`src/rtl/multi_cycle_control_fsm_pkg.sv`:
```
// rtl/multi_cycle_control_fsm_pkg.sv - opcodes, state enum and control encodings for the multi-cycle sequencer
package multi_cycle_control_fsm_pkg;

  localparam logic [6:0] OP_LUI       = 7'b0110111;
  localparam logic [6:0] OP_AUIPC     = 7'b0010111;
  localparam logic [6:0] OP_JAL       = 7'b1101111;
  localparam logic [6:0] OP_JALR      = 7'b1100111;
  localparam logic [6:0] OP_BRANCH    = 7'b1100011;
  localparam logic [6:0] OP_LOAD      = 7'b0000011;
  localparam logic [6:0] OP_STORE     = 7'b0100011;
  localparam logic [6:0] OP_ARITH_IMM = 7'b0010011;
  localparam logic [6:0] OP_ARITH     = 7'b0110011;
  localparam logic [6:0] OP_SYSTEM    = 7'b1110011;

  typedef enum logic [2:0] {
    S_IF   = 3'd0,
    S_ID   = 3'd1,
    S_EX   = 3'd2,
    S_MEM  = 3'd3,
    S_WB   = 3'd4,
    S_HALT = 3'd5
  } state_t;

  localparam logic [1:0] WB_ALUOUT  = 2'b00;
  localparam logic [1:0] WB_MDR     = 2'b01;
  localparam logic [1:0] WB_PC4     = 2'b10;

  localparam logic [1:0] SRC_A_PC   = 2'b00;
  localparam logic [1:0] SRC_A_RS1  = 2'b01;
  localparam logic [1:0] SRC_A_ZERO = 2'b10;

  localparam logic [1:0] SRC_B_RS2  = 2'b00;
  localparam logic [1:0] SRC_B_IMM  = 2'b01;
  localparam logic [1:0] SRC_B_FOUR = 2'b10;

  localparam logic [1:0] ALU_ADD    = 2'b00;
  localparam logic [1:0] ALU_BRANCH = 2'b01;
  localparam logic [1:0] ALU_FUNCT  = 2'b10;

  localparam logic [1:0] PCS_PC4    = 2'b00;
  localparam logic [1:0] PCS_ALU    = 2'b01;
  localparam logic [1:0] PCS_ALUOUT = 2'b10;

  typedef struct packed {
    logic       mem_valid;
    logic       mem_read;
    logic       mem_write;
    logic       i_or_d;
    logic       ir_write;
    logic       mdr_write;
    logic       reg_write;
    logic [1:0] wb_sel;
    logic [1:0] alu_src_a;
    logic [1:0] alu_src_b;
    logic [1:0] alu_op;
    logic       pc_write;
    logic [1:0] pc_source;
    logic       is_halted;
  } ctrl_t;

  localparam int CTRL_W = $bits(ctrl_t);

  // Opcodes that produce an rd value; anything else reaching WB is a NOP.
  function automatic logic writes_rd(input logic [6:0] op);
    return op inside {OP_ARITH, OP_ARITH_IMM, OP_LUI, OP_AUIPC, OP_JAL, OP_JALR, OP_LOAD};
  endfunction

endpackage

```
`src/rtl/mcc_output_decode.sv`:
```
// rtl/mcc_output_decode.sv - combinational decode of sequencer state and opcode into datapath controls
module mcc_output_decode
  import multi_cycle_control_fsm_pkg::*;
(
  input  logic [2:0]        state,
  input  logic [6:0]        opcode,
  input  logic              bcond,
  input  logic              mem_ready,
  input  logic              halt_hit,
  output logic [CTRL_W-1:0] ctrl
);

  ctrl_t c;
  assign ctrl = c;

  always_comb begin
    c = '0;
    case (state_t'(state))
      S_IF: begin
        c.mem_valid = 1'b1;
        c.mem_read  = 1'b1;
        c.ir_write  = mem_ready;
      end
      S_ID: begin
        c.alu_src_b = SRC_B_IMM;
        if (opcode == OP_SYSTEM && !halt_hit) begin
          c.pc_write  = 1'b1;
          c.pc_source = PCS_PC4;
        end
      end
      S_EX: begin
        case (opcode)
          OP_BRANCH: begin
            c.alu_src_a = SRC_A_RS1;
            c.alu_src_b = SRC_B_RS2;
            c.alu_op    = ALU_BRANCH;
            c.pc_write  = 1'b1;
            c.pc_source = bcond ? PCS_ALUOUT : PCS_PC4;
          end
          OP_LOAD, OP_STORE, OP_JALR: begin
            c.alu_src_a = SRC_A_RS1;
            c.alu_src_b = SRC_B_IMM;
          end
          OP_ARITH: begin
            c.alu_src_a = SRC_A_RS1;
            c.alu_src_b = SRC_B_RS2;
            c.alu_op    = ALU_FUNCT;
          end
          OP_ARITH_IMM: begin
            c.alu_src_a = SRC_A_RS1;
            c.alu_src_b = SRC_B_IMM;
            c.alu_op    = ALU_FUNCT;
          end
          OP_LUI: begin
            c.alu_src_a = SRC_A_ZERO;
            c.alu_src_b = SRC_B_IMM;
          end
          OP_AUIPC, OP_JAL: begin
            c.alu_src_a = SRC_A_PC;
            c.alu_src_b = SRC_B_IMM;
          end
          default: ;
        endcase
      end
      S_MEM: begin
        // Address and direction stay stable for the whole access, ready or not.
        c.mem_valid = 1'b1;
        c.i_or_d    = 1'b1;
        c.mem_read  = (opcode == OP_LOAD);
        c.mem_write = (opcode == OP_STORE);
        if (mem_ready) begin
          c.mdr_write = (opcode == OP_LOAD);
          c.pc_write  = (opcode == OP_STORE);
          c.pc_source = PCS_PC4;
        end
      end
      S_WB: begin
        c.reg_write = writes_rd(opcode);
        c.pc_write  = 1'b1;
        if (opcode == OP_LOAD) begin
          c.wb_sel = WB_MDR;
        end else if (opcode == OP_JAL || opcode == OP_JALR) begin
          c.wb_sel    = WB_PC4;
          c.pc_source = PCS_ALUOUT;
        end
      end
      S_HALT: c.is_halted = 1'b1;
      default: ;
    endcase
  end

endmodule

```
`src/rtl/multi_cycle_control_fsm.sv`:
```
// rtl/multi_cycle_control_fsm.sv - IF/ID/EX/MEM/WB sequencer with halt latch and retired-instruction counter
module multi_cycle_control_fsm
  import multi_cycle_control_fsm_pkg::*;
#(
  parameter int          XLEN      = 32,
  parameter int          CNT_W     = 32,
  parameter int unsigned HALT_CODE = 10
) (
  input  logic             clk,
  input  logic             reset,
  input  logic [6:0]       opcode,
  input  logic [XLEN-1:0]  x17_val,
  input  logic             bcond,
  input  logic             mem_ready,
  output logic             mem_valid,
  output logic             mem_read,
  output logic             mem_write,
  output logic             i_or_d,
  output logic             ir_write,
  output logic             mdr_write,
  output logic             reg_write,
  output logic [1:0]       wb_sel,
  output logic [1:0]       alu_src_a,
  output logic [1:0]       alu_src_b,
  output logic [1:0]       alu_op,
  output logic             pc_write,
  output logic [1:0]       pc_source,
  output logic             is_halted,
  output logic [CNT_W-1:0] instret
);

  state_t state;
  ctrl_t  ctrl_raw;
  ctrl_t  ctrl;
  logic   halt_hit;
  logic   retire;

  assign halt_hit = (x17_val == XLEN'(HALT_CODE));

  mcc_output_decode u_decode (
    .state     (state),
    .opcode    (opcode),
    .bcond     (bcond),
    .mem_ready (mem_ready),
    .halt_hit  (halt_hit),
    .ctrl      (ctrl_raw)
  );

  // Controls are held off while reset is asserted so an in-flight access is abandoned.
  assign ctrl   = reset ? '0 : ctrl_raw;
  assign retire = ctrl_raw.pc_write | (state == S_ID && opcode == OP_SYSTEM && halt_hit);

  always_ff @(posedge clk) begin
    if (reset) begin
      state   <= S_IF;
      instret <= '0;
    end else begin
      if (retire) instret <= instret + CNT_W'(1);
      case (state)
        S_IF:  if (mem_ready) state <= S_ID;
        S_ID: begin
          if (opcode == OP_SYSTEM) state <= halt_hit ? S_HALT : S_IF;
          else                     state <= S_EX;
        end
        S_EX: begin
          case (opcode)
            OP_BRANCH:         state <= S_IF;
            OP_LOAD, OP_STORE: state <= S_MEM;
            default:           state <= S_WB;
          endcase
        end
        S_MEM: if (mem_ready) state <= (opcode == OP_LOAD) ? S_WB : S_IF;
        S_WB:   state <= S_IF;
        S_HALT: state <= S_HALT;
        default: state <= S_IF;
      endcase
    end
  end

  assign mem_valid = ctrl.mem_valid;
  assign mem_read  = ctrl.mem_read;
  assign mem_write = ctrl.mem_write;
  assign i_or_d    = ctrl.i_or_d;
  assign ir_write  = ctrl.ir_write;
  assign mdr_write = ctrl.mdr_write;
  assign reg_write = ctrl.reg_write;
  assign wb_sel    = ctrl.wb_sel;
  assign alu_src_a = ctrl.alu_src_a;
  assign alu_src_b = ctrl.alu_src_b;
  assign alu_op    = ctrl.alu_op;
  assign pc_write  = ctrl.pc_write;
  assign pc_source = ctrl.pc_source;
  assign is_halted = ctrl.is_halted;

endmodule
```
`config.mk`:
```
export PLATFORM = sky130hd
export DESIGN_NAME = multi_cycle_control_fsm
export DESIGN_NICKNAME = d
export VERILOG_FILES = /design/src/rtl/multi_cycle_control_fsm_pkg.sv /design/src/rtl/mcc_output_decode.sv /design/src/rtl/multi_cycle_control_fsm.sv
export SDC_FILE = /design/constraint.sdc
export NUM_CORES = 1
export LEC_CHECK = 0
export CAP_MARGIN = 20
export CORE_AREA = 10 10 107 133
export DETAILED_ROUTE_END_ITERATION = 6
export DIE_AREA = 0 0 117 143
export DONT_BUFFER_PORTS = 1
export PLACE_DENSITY = 0.44
export RECOVER_POWER = 50
export SETUP_SLACK_MARGIN = 0.15
export SLEW_MARGIN = 20
export SYNTH_ARGS = -nofsm -noshare
export SYNTH_HDL_FRONTEND = slang
export SYNTH_SLANG_ARGS = --single-unit
```
`constraint.sdc`:
```
create_clock -name clk -period 4.35 [get_ports clk]
set_input_delay 1.305 -clock clk [delete_from_list [all_inputs] [get_ports clk]]
set_output_delay 1.305 -clock clk [all_outputs]
set_load 0.1 [all_outputs]
```
==> flow_summary.yaml <==
run_status:
  outcome: "finished, violations left"
  failed_checks: "max-capacitance violations, max-slew violations"
worst_hold_path:
  timing.hold.worst.start: "instret[15]$_SDFFE_PP0P_"
  worstHoldPathCells: 2
  whs_endpoint: "instret[15]$_SDFFE_PP0P_"
  min-delay-path-class: "flop to flop"
synth:
  predominant_post_synthesis_flop_cell: "sky130_fd_sc_hd__dfxtp_1"
  synth-edff-count: 0
  asyncSetResetFlopFracSynth_pct: 0
  netlist_area_sq_um: 2633
  synthCells: 349
  yosysUniqueCellTypes: 48
  synth_warnings: 0
  synth_seq_area_share_pct: 26.62
  syn_avg_cell_area_sq_um: 7.543
  ys_ff_latch: 35
global_routing:
  grt_antenna_before_repair: 0
  grt_overflow: 0
  grt_pass1_vias: 2518
  groute.usage.overall_pct: 10.44
  pin_count_of_the_biggest_net_entering_global_routing: 74
  global_route_wire_length_before_repair_um: 13920
power_and_ir_drop:
  leakagePower_nw: 1.129
  power-per-cell-area_nw_per_um2: 282.4
  worst_ir_drop_vdd_mv: 0.1643
sta:
  max_slew_vio_count: 63
  finalSetupTns_ns: 0
  hold_viol: 0
  final-setup-viol-count: 0
  fmax_mhz: 242.3
  period_share_pct: 94.87
  worstMarginPinSlew_ns: 1.723
  rsz0062_at_grt: "no"
  timing.final.crit_period_ns: 4.127
  timing.hold.ws_ns: 0.5986
  slew_headroom_pct: -14.90
  postLayoutSetupSlackWorst_ns: 0.2232
  finClkSkew_ns: 0.003617
placed_design:
  place_ws_ns: 0.2220
  hpwl_um: 6629
  globalplace.congestion: 0.7469
  placed_cells: 497
  placed_area_sq_um: 3217
  port-buffer-count: 0
clock_tree:
  cts_tree: "built"
  htree_num_levels: 2
  clock-sinks: 35
  numCtsBuffers: 5
  postCtsResizedCells: 0
  cts_root_buf: "sky130_fd_sc_hd__clkbuf_16"
  cts.path.max_buffers: 2
  clock_insertion_delay_worst_skew_ns: 0.28
  cts.reportedPaths.clkPinSlew_ns: 0.06
  holdBufCountCts: 0
  post-cts-setup-buffer-count: 0
floorplanning:
  io-pin-count: 94
  initial_utilization_pct: 22.77
  core_sq_um: 11560
  die_h_um: 143
  die_width_um: 117
  fp.dieArea_sq_um: 16730
  placementRows: 44
detailed_routing:
  dr.pass1.iters: 4
  viasPerCell: 5.154
  wl_per_cell_um: 17.63
  post-route-drc-count: 0
  via_count: 2603
  initialDrtViolationCount: 118
  drtAntennaViolNets: 0
  postRouteWirelength_um: 8905
worst_setup_path:
  reg2reg_setup_slack_ns: 0.92
  path_common_cell: "sky130_fd_sc_hd__or3_4"
  worst-setup-path-type: "primary input to output pin"
  worstReg2RegEnd: "instret[28]$_SDFFE_PP0P_"
  critical-path-slowest-cell: "sky130_fd_sc_hd__or3_4"
  worst_path_largest_cell_delay_ns: 0.40
  cp.required_ns: 3.04
  crit-reg2reg-launch: "instret[3]$_SDFFE_PP0P_"
  timing.critical_path.arrival_ns: 2.82
  setup.worst_path.start_class: "primary input"
  worstSetupEndpointType: "output pin"
  worst-path-max-fanout: 5
  path_cells: "or3_4, or3_4, nor2_4, nand3_2, a211oi_4, buf_12"
  timing.reg2reg.worst_path_depth: 6
final_layout:
  final_cell_mix: "sky130_fd_sc_hd__nor2_1, sky130_fd_sc_hd__dfxtp_1, sky130_fd_sc_hd__nor2b_1"
  layout.cells.most_common: "sky130_fd_sc_hd__nor2_1"
  num_antenna_cells: 0
  instances_no_fill: 505
  area_growth_pct: 25.05
  postLayoutCellArea_sq_um: 3292
  post_route_cells_drive_above_1_share_pct: 22.62
  finish.net_count: 410
flow_run:
  max_cap_violations: 2
==> registers in the layout, summed over array words and instances (netlist names) <==
register  flops
state         3
instret      32
==> metrics by stage <==
stage          total power [W]  util, %
6_report             0.0009297    28.47
5_1_grt              0.0009729    28.47
3_3_place_gp         0.0005611    27.82
4_1_cts              0.0009496    29.18
2_1_floorplan        0.0005374        -
3_5_place_dp         0.0005599    27.82
==> cell type report <==
cell class	count	area, sq um
fillers	1274	8269
multi-input cells	280	1984
clock buffers	8	156.4
repair buffers	38	255.2
well taps	138	172.7
flip-flops and latches	35	700.7
inverters	6	22.52
==> worst max-delay path, delay by kind of cell <==
| family | cells | cell delay [ns] |
|---|---|---|
| AO/OA/AOI/OAI | 1 | 0.31 |
| buffers and inverters | 1 | 0.21 |
| AND/OR/NAND/NOR | 4 | 0.99 |
==> worst max-delay path by stage <==
stage                    from   endpoint  slack, ns  cells past startpoint
floorplan               reset  mem_write      -0.75                      4
global placement    opcode[3]   mem_read       0.23                      6
detailed placement  opcode[3]   mem_read       0.22                      6
CTS                 opcode[3]   mem_read       0.21                      6
global route        opcode[3]   mem_read       0.16                      6
finish              opcode[3]   mem_read       0.22                      6
==> Yosys cell counts (2+ instances only) <==
library cell	n	area share, %
sky130_fd_sc_hd__or4_1	2	0.57
sky130_fd_sc_hd__buf_1	4	0.57
sky130_fd_sc_hd__clkbuf_1	18	2.6
sky130_fd_sc_hd__buf_4	2	0.57
sky130_fd_sc_hd__o21ai_0	8	1.5
sky130_fd_sc_hd__and4_1	2	0.67
sky130_fd_sc_hd__a211oi_1	4	1.1
sky130_fd_sc_hd__dfxtp_1	35	27
sky130_fd_sc_hd__mux2_2	28	12
sky130_fd_sc_hd__nor2_1	47	6.7
sky130_fd_sc_hd__mux2_1	2	0.86
sky130_fd_sc_hd__o31ai_1	2	0.57
sky130_fd_sc_hd__nand2b_1	3	0.71
sky130_fd_sc_hd__a21oi_1	29	5.5
sky130_fd_sc_hd__and3_1	13	3.1
sky130_fd_sc_hd__nand3_1	21	4.0
sky130_fd_sc_hd__nor2b_1	32	7.6
sky130_fd_sc_hd__nor3_1	10	1.9
sky130_fd_sc_hd__or3_1	2	0.48
sky130_fd_sc_hd__a2111oi_4	2	2.1
sky130_fd_sc_hd__buf_6	2	0.86
sky130_fd_sc_hd__a31oi_1	2	0.48
sky130_fd_sc_hd__nand4_1	15	3.6
sky130_fd_sc_hd__o31a_1	2	0.67
sky130_fd_sc_hd__nand2_1	19	2.7
sky130_fd_sc_hd__and2_1	2	0.48
sky130_fd_sc_hd__inv_1	5	0.71
sky130_fd_sc_hd__nor4_1	13	3.1
sky130_fd_sc_hd__nor4b_1	2	0.67
sky130_fd_sc_hd__buf_2	3	0.57
==> per-layer routing <==
layer  up-vias  share of wire [%]  track usage [%]
met2        77                 51            17.83
met1      1229                 40            12.07
met5         -                  0                0
li1       1289                  -                -
met3         8                7.6            3.438
met4         0                1.1            2.934
==> kinds of logic (layout without fill, tap and decap cells) <==
family | after synthesis | after routing | share of synthesized area, %
other | 1 | 2 | 0.1424
AOI/OAI and AO/OA | 56 | 56 | 14.88
and+or+nand+nor | 191 | 191 | 39.07
buffers and inverters | 35 | 52 | 5.988
muxes | 30 | 30 | 12.83
DFF | 35 | 35 | 26.62
adders and majority gates | 1 | 1 | 0.4752
==> report_power, final <==
part           switching (W)  internal (W)  leakage [nW]
registers          0.0000215      0.000326         0.282
logic               0.000142     0.0000593         0.769
clock network       0.000137      0.000244        0.0772
Note: power is estimated with default switching activity, not from simulation.
